File: src/rtl/daio_rx_sequencer.sv
// DAIO receive sequencer: tracks preambles, subframe A/B bit slots and block position,
// and drives the shift/parity/load strobes of the receive datapath.
module daio_rx_sequencer #(
  parameter int BITS_PER_SUB     = 28,
  parameter int FRAMES_PER_BLOCK = 192,
  parameter int FC_W             = 9
) (
  input  logic            clock,
  input  logic            reset,
  input  logic            enable,
  input  logic            bit_valid,
  input  logic            bit_in,
  input  logic            preamble_1,
  input  logic            preamble_2,
  input  logic            preamble_3,
  input  logic            carrier_loss,
  output logic [3:0]      state,
  output logic            shift_en,
  output logic            parity_clr,
  output logic            load_A,
  output logic            load_B,
  output logic            load_buff,
  output logic [FC_W-1:0] frame_counter,
  output logic            lock,
  output logic            parity_err,
  output logic            sync_err
);

  localparam int BC_W = $clog2(BITS_PER_SUB + 1);

  typedef enum logic [3:0] {
    IDLE   = 4'd0,
    HUNT   = 4'd1,
    RX_A   = 4'd2,
    END_A  = 4'd3,
    WAIT_B = 4'd4,
    RX_B   = 4'd5,
    END_B  = 4'd6,
    WAIT_A = 4'd7
  } state_t;

  state_t            state_q, state_d;
  logic [BC_W-1:0]   bit_count_q, bit_count_d;
  logic              parity_q, parity_d;
  logic [FC_W-1:0]   fc_q, fc_d;
  logic              lock_q, lock_d;
  logic              perr_q, perr_d;
  logic              serr_q, serr_d;
  logic              accept;
  logic              any_pre, only_p1, only_p2, only_p3;

  // Exactly one pulse is required for a preamble to count as a match.
  assign any_pre = preamble_1 | preamble_2 | preamble_3;
  assign only_p1 = preamble_1 & ~preamble_2 & ~preamble_3;
  assign only_p2 = preamble_2 & ~preamble_1 & ~preamble_3;
  assign only_p3 = preamble_3 & ~preamble_1 & ~preamble_2;

  always_comb begin
    // NOTE: every signal written here gets a default first, so no path can infer a latch.
    state_d     = state_q;
    bit_count_d = bit_count_q;
    parity_d    = parity_q;
    fc_d        = fc_q;
    lock_d      = lock_q;
    perr_d      = perr_q;
    serr_d      = serr_q;
    accept      = 1'b0;
    shift_en    = 1'b0;
    parity_clr  = 1'b0;
    load_A      = 1'b0;
    load_B      = 1'b0;
    load_buff   = 1'b0;

    if (!enable) begin
      state_d = IDLE;
      lock_d  = 1'b0;
    end else if (carrier_loss && state_q != IDLE) begin
      state_d = HUNT;
      lock_d  = 1'b0;
    end else begin
      unique case (state_q)
        IDLE: state_d = HUNT;
        HUNT: begin
          if (only_p1) begin
            state_d = RX_A;
            fc_d    = '0;
            accept  = 1'b1;
          end
        end
        RX_A, RX_B: begin
          if (any_pre) begin
            serr_d  = 1'b1;
            lock_d  = 1'b0;
            state_d = HUNT;
          end else if (bit_valid) begin
            shift_en    = 1'b1;
            parity_d    = parity_q ^ bit_in;
            bit_count_d = bit_count_q + BC_W'(1);
            if (bit_count_q == BC_W'(BITS_PER_SUB - 1))
              state_d = (state_q == RX_A) ? END_A : END_B;
          end
        end
        END_A: begin
          if (parity_q) perr_d = 1'b1;
          else          load_A = 1'b1;
          state_d = WAIT_B;
        end
        END_B: begin
          if (parity_q) perr_d = 1'b1;
          else          load_B = 1'b1;
          lock_d = 1'b1;
          if (fc_q == FC_W'(FRAMES_PER_BLOCK - 1)) begin
            load_buff = 1'b1;
            fc_d      = '0;
          end else begin
            fc_d = fc_q + FC_W'(1);
          end
          state_d = WAIT_A;
        end
        WAIT_B: begin
          if (only_p3) begin
            state_d = RX_B;
            accept  = 1'b1;
          end else if (any_pre) begin
            serr_d  = 1'b1;
            lock_d  = 1'b0;
            state_d = HUNT;
          end
        end
        WAIT_A: begin
          // Frame 0 of a block opens with preamble_1, every other frame with preamble_2.
          if ((fc_q == '0) ? only_p1 : only_p2) begin
            state_d = RX_A;
            accept  = 1'b1;
          end else if (any_pre) begin
            serr_d  = 1'b1;
            lock_d  = 1'b0;
            state_d = HUNT;
          end
        end
        default: state_d = IDLE;
      endcase
    end

    if (accept) begin
      parity_clr  = 1'b1;
      bit_count_d = '0;
      parity_d    = 1'b0;
    end

    if (!reset) begin
      shift_en   = 1'b0;
      parity_clr = 1'b0;
      load_A     = 1'b0;
      load_B     = 1'b0;
      load_buff  = 1'b0;
    end
  end

  // NOTE: sequential state uses non-blocking assignments so all flops update from pre-edge values.
  always_ff @(posedge clock) begin
    if (!reset) begin
      state_q     <= IDLE;
      bit_count_q <= '0;
      parity_q    <= 1'b0;
      fc_q        <= '0;
      lock_q      <= 1'b0;
      perr_q      <= 1'b0;
      serr_q      <= 1'b0;
    end else begin
      state_q     <= state_d;
      bit_count_q <= bit_count_d;
      parity_q    <= parity_d;
      fc_q        <= fc_d;
      lock_q      <= lock_d;
      perr_q      <= perr_d;
      serr_q      <= serr_d;
    end
  end

  assign state         = state_q;
  assign frame_counter = fc_q;
  assign lock          = lock_q;
  assign parity_err    = perr_q;
  assign sync_err      = serr_q;

endmodule

File: config.mk
export PLATFORM = sky130hd
export DESIGN_NAME = daio_rx_sequencer
export DESIGN_NICKNAME = d
export VERILOG_FILES = /design/src/rtl/daio_rx_sequencer.sv
export SDC_FILE = /design/constraint.sdc
export NUM_CORES = 1
export LEC_CHECK = 0
export CAP_MARGIN = 10
export CELL_PAD_IN_SITES_DETAIL_PLACEMENT = 0
export CELL_PAD_IN_SITES_GLOBAL_PLACEMENT = 1
export CORE_ASPECT_RATIO = 0.8
export CORE_MARGIN = 5
export CORE_UTILIZATION = 25
export DETAILED_ROUTE_END_ITERATION = 8
export PLACE_DENSITY = 0.66
export SLEW_MARGIN = 15
export SYNTH_ARGS = -nofsm -noshare
export SYNTH_HDL_FRONTEND = slang
export SYNTH_SLANG_ARGS = --single-unit
File: constraint.sdc
create_clock -name clock -period 1.8 [get_ports clock]
set_clock_uncertainty 0.15 [all_clocks]
set_input_delay 0.27 -clock clock [delete_from_list [all_inputs] [get_ports clock]]
set_output_delay 0.27 -clock clock [all_outputs]
set_load 0.02 [all_outputs]
==> results.yml <==
run_status:
  outcome: "complete, but fails checks"
  violations: "setup timing"
floorplan:
  dieWidth_um: 95.8
  dieHeight_um: 78.6
  dieArea_um2: 7530
  row_count: 25
  core-area_um2: 5820
  initial_utilization_pct: 25.3
  io_pins: 30
finish:
  area_delta_synth_final_pct: 94.4
  drive_gt1_share_pct: 50.2
  fin_nets: 296
  seq_area_um2: 459
  multi_input_area_um2: 1290
  n_fill_cell: 562
  stdcell_count: 364
  insertedDiodeCount: 0
yosys:
  synth_top_area_cell: "dfxtp_1"
  synth-warning-count: 0
  syn_nets: 199
  yosys_most_used_dff: "dfxtp_1"
  synth_top_cell_area_share_pct: 29.9
  synth_area_um2: 1470
  synth.avg_cell_area_um2: 7.88
  synth_cell_types: 54
  synth_most_common_cell: "dfxtp_1"
  ys_async_sr_fraction_pct: 0
  synth-edff-count: 0
  syn-instance-count: 187
  ys_seq_area_share_pct: 29.9
  ys_seq_elements: 22
  synth_common_cells: "dfxtp_1 (22), nor2_1 (19), nand2_1 (17)"
  synth.area.top_cells: "dfxtp_1 (30%), nor2_1 (4.8%), a21oi_1 (4.8%)"
worst_setup_path:
  critPathKind: "flip-flop to primary output"
  worstPathRequired_ns: 1.38
  cp-end-kind: "primary output"
  start_kind: "flip-flop"
  arrival_ns: 1.80
  path_max_fanout: 7
power_and_ir_drop:
  powerDensity_nw_per_um2: 407
  p_clk_share_pct: 41.6
  p_leak_nw: 1.24
  netSwitchingFraction_pct: 24.5
  pwr-share-seq_pct: 42.4
  power_switching_mw: 0.285
  irDropWorstVdd_uv: 345
  pwr-share-comb_pct: 16.0
  p_int_mw: 0.880
detailed_routing:
  drt_first_pass_iters: 4
  drtAntennaViolNets: 0
  viasPerCell: 4.87
  dr_total_vias: 1774
  routedWlPerCell_um: 14.6
  wl_um: 5330
  drc: 0
  drt-initial-drc-count: 74
clocking:
  clockBufferDepth: 2
  cts_buffers: 3
  cts.sinks: 22
  htree_num_levels: 1
  cts.clk_slew.worst_paths_ns: 0.09
  hold_buffers: 0
  cts_tree: "built"
  ctsRootBufferMaster: "clkbuf_8"
  clk_latency_ns: 0.27
timing:
  period_minus_slack_ns: 2.22
  holdWs_ns: 0.331
  fin_crit_sh_pct: 124
  setup_viol: 23
  hold_violations: 0
  worstMarginPinSlew_ns: 0.533
  rsz0062_at_grt: "true"
  report.final.slew_viol_count: 0
  slew_headroom_pct: 64.0
  setup_ws_ns: -0.424
  timing.fmax_mhz: 450
grt:
  grt_overflow: 0
  track_usage_pct: 14.6
  grt_max_degree: 14
  grt_pass1_wl_um: 8700
  first_global_vias: 1768
  antenna_found_initial: 0
worst_hold_path:
  hp-class: "flip-flop to flip-flop"
placed_design:
  io_buffers: 29
  dp_cells: 348
  gp_congestion: 0.836
  post-dp-hpwl_um: 3880
run:
  maxCapViolations: 0
-- per-layer routing --
metal | global-route usage [%] | vias to the layer above | share of wire [%]
met1 | 20.9 | 847 | 51
li1 | - | 889 | -
met3 | 2.97 | 4 | 3.8
met4 | 2.84 | 0 | 0.64
met5 | 0 | - | 0
met2 | 22.6 | 34 | 45
-- critical path, cell delays in order, from the launching register on --
cell      delay [ns]
dfxtp_4         0.38
o41ai_4         0.36
nand2_1         0.14
a211o_1         0.31
a211oi_4        0.19
buf_6           0.15
-- sequential cells by signal (all words and copies together) (netlist names) --
name and flops:
bit_count_q 5, frame_counter 9, lock 1, parity_err 1, parity_q 1, state 4, sync_err 1
-- layout make-up --
type	count	area share (%)
inverters	5	0.656
clock buffers	3	1.44
well taps	81	3.54
repair buffers	102	32.3
multi-input cells	150	44.9
clock inverters	1	1.05
flip-flops and latches	22	16.0
-- power groups by stage --
stage,registers (mW),logic (mW),clock network [mW]
final,0.494,0.187,0.484
after global routing,0.495,0.199,0.518
after CTS,0.494,0.179,0.499
after detailed placement,0.506,0.155,0
after global placement,0.506,0.155,0
after floorplan,0.505,0.0733,0
-- cell usage in the layout, fill, tap and decap left out, drive strengths merged, types with 4 or more instances in the layout --
master,netlist,final
clkbuf,6,5
o21ai,14,14
nand2,17,17
clkdlybuf4s50,0,9
nand2b,4,4
nor3,5,5
xor2,5,5
inv,5,5
buf,4,78
nand3,8,8
dfxtp,22,22
dlygate4sd2,0,5
dlymetal6s2s,0,7
nor2,19,19
a21oi,14,14
-- logic make-up after synthesis --
family	count (synthesis)	share of synthesized area, %
AO/OA/AOI/OAI	51	24.6
AND/OR/NAND/NOR	85	32.0
adder cells (fa/ha/maj)	3	2.55
XOR/XNOR	6	3.57
flip-flops	22	29.9
other	1	0.255
multiplexers	4	2.80
buffers and inverters	15	4.33
-- stage by stage --
step           cell area, um^2  power [mW]  utilization (%)  worst slack (ns)  setup TNS [ns]
3_5_place_dp              2400       0.662             41.2             -1.04          -15.47
6_report                  2860        1.16             49.2            -0.424           -3.78
2_1_floorplan             1620       0.579                -            -0.219           -1.25
4_1_cts                   2740        1.17             47.2            -0.420           -4.43
3_3_place_gp              2400       0.662             41.2             -1.04          -15.21
5_1_grt                   2860        1.21             49.2            -0.518           -5.69
-- path summary, 6_finish.rpt --
path                          from         end  slack [ns]  cells after the start
setup / recovery          state[1]  parity_clr       -0.42                      5
setup reg to reg  frame_counter[7]        lock       -0.19                      8
hold / removal            sync_err    sync_err        0.33                      2
hold reg to reg           sync_err    sync_err        0.33                      2
-- timing repair --
| item | in CTS | in global routing |
|---|---|---|
| pin swaps | 39 | 13 |
| resized for setup | 92 | 39 |
| setup buffers | 15 | 6 |
| endpoints found under the setup margin | 27 | 32 |
(Power assumes the default switching activity.)
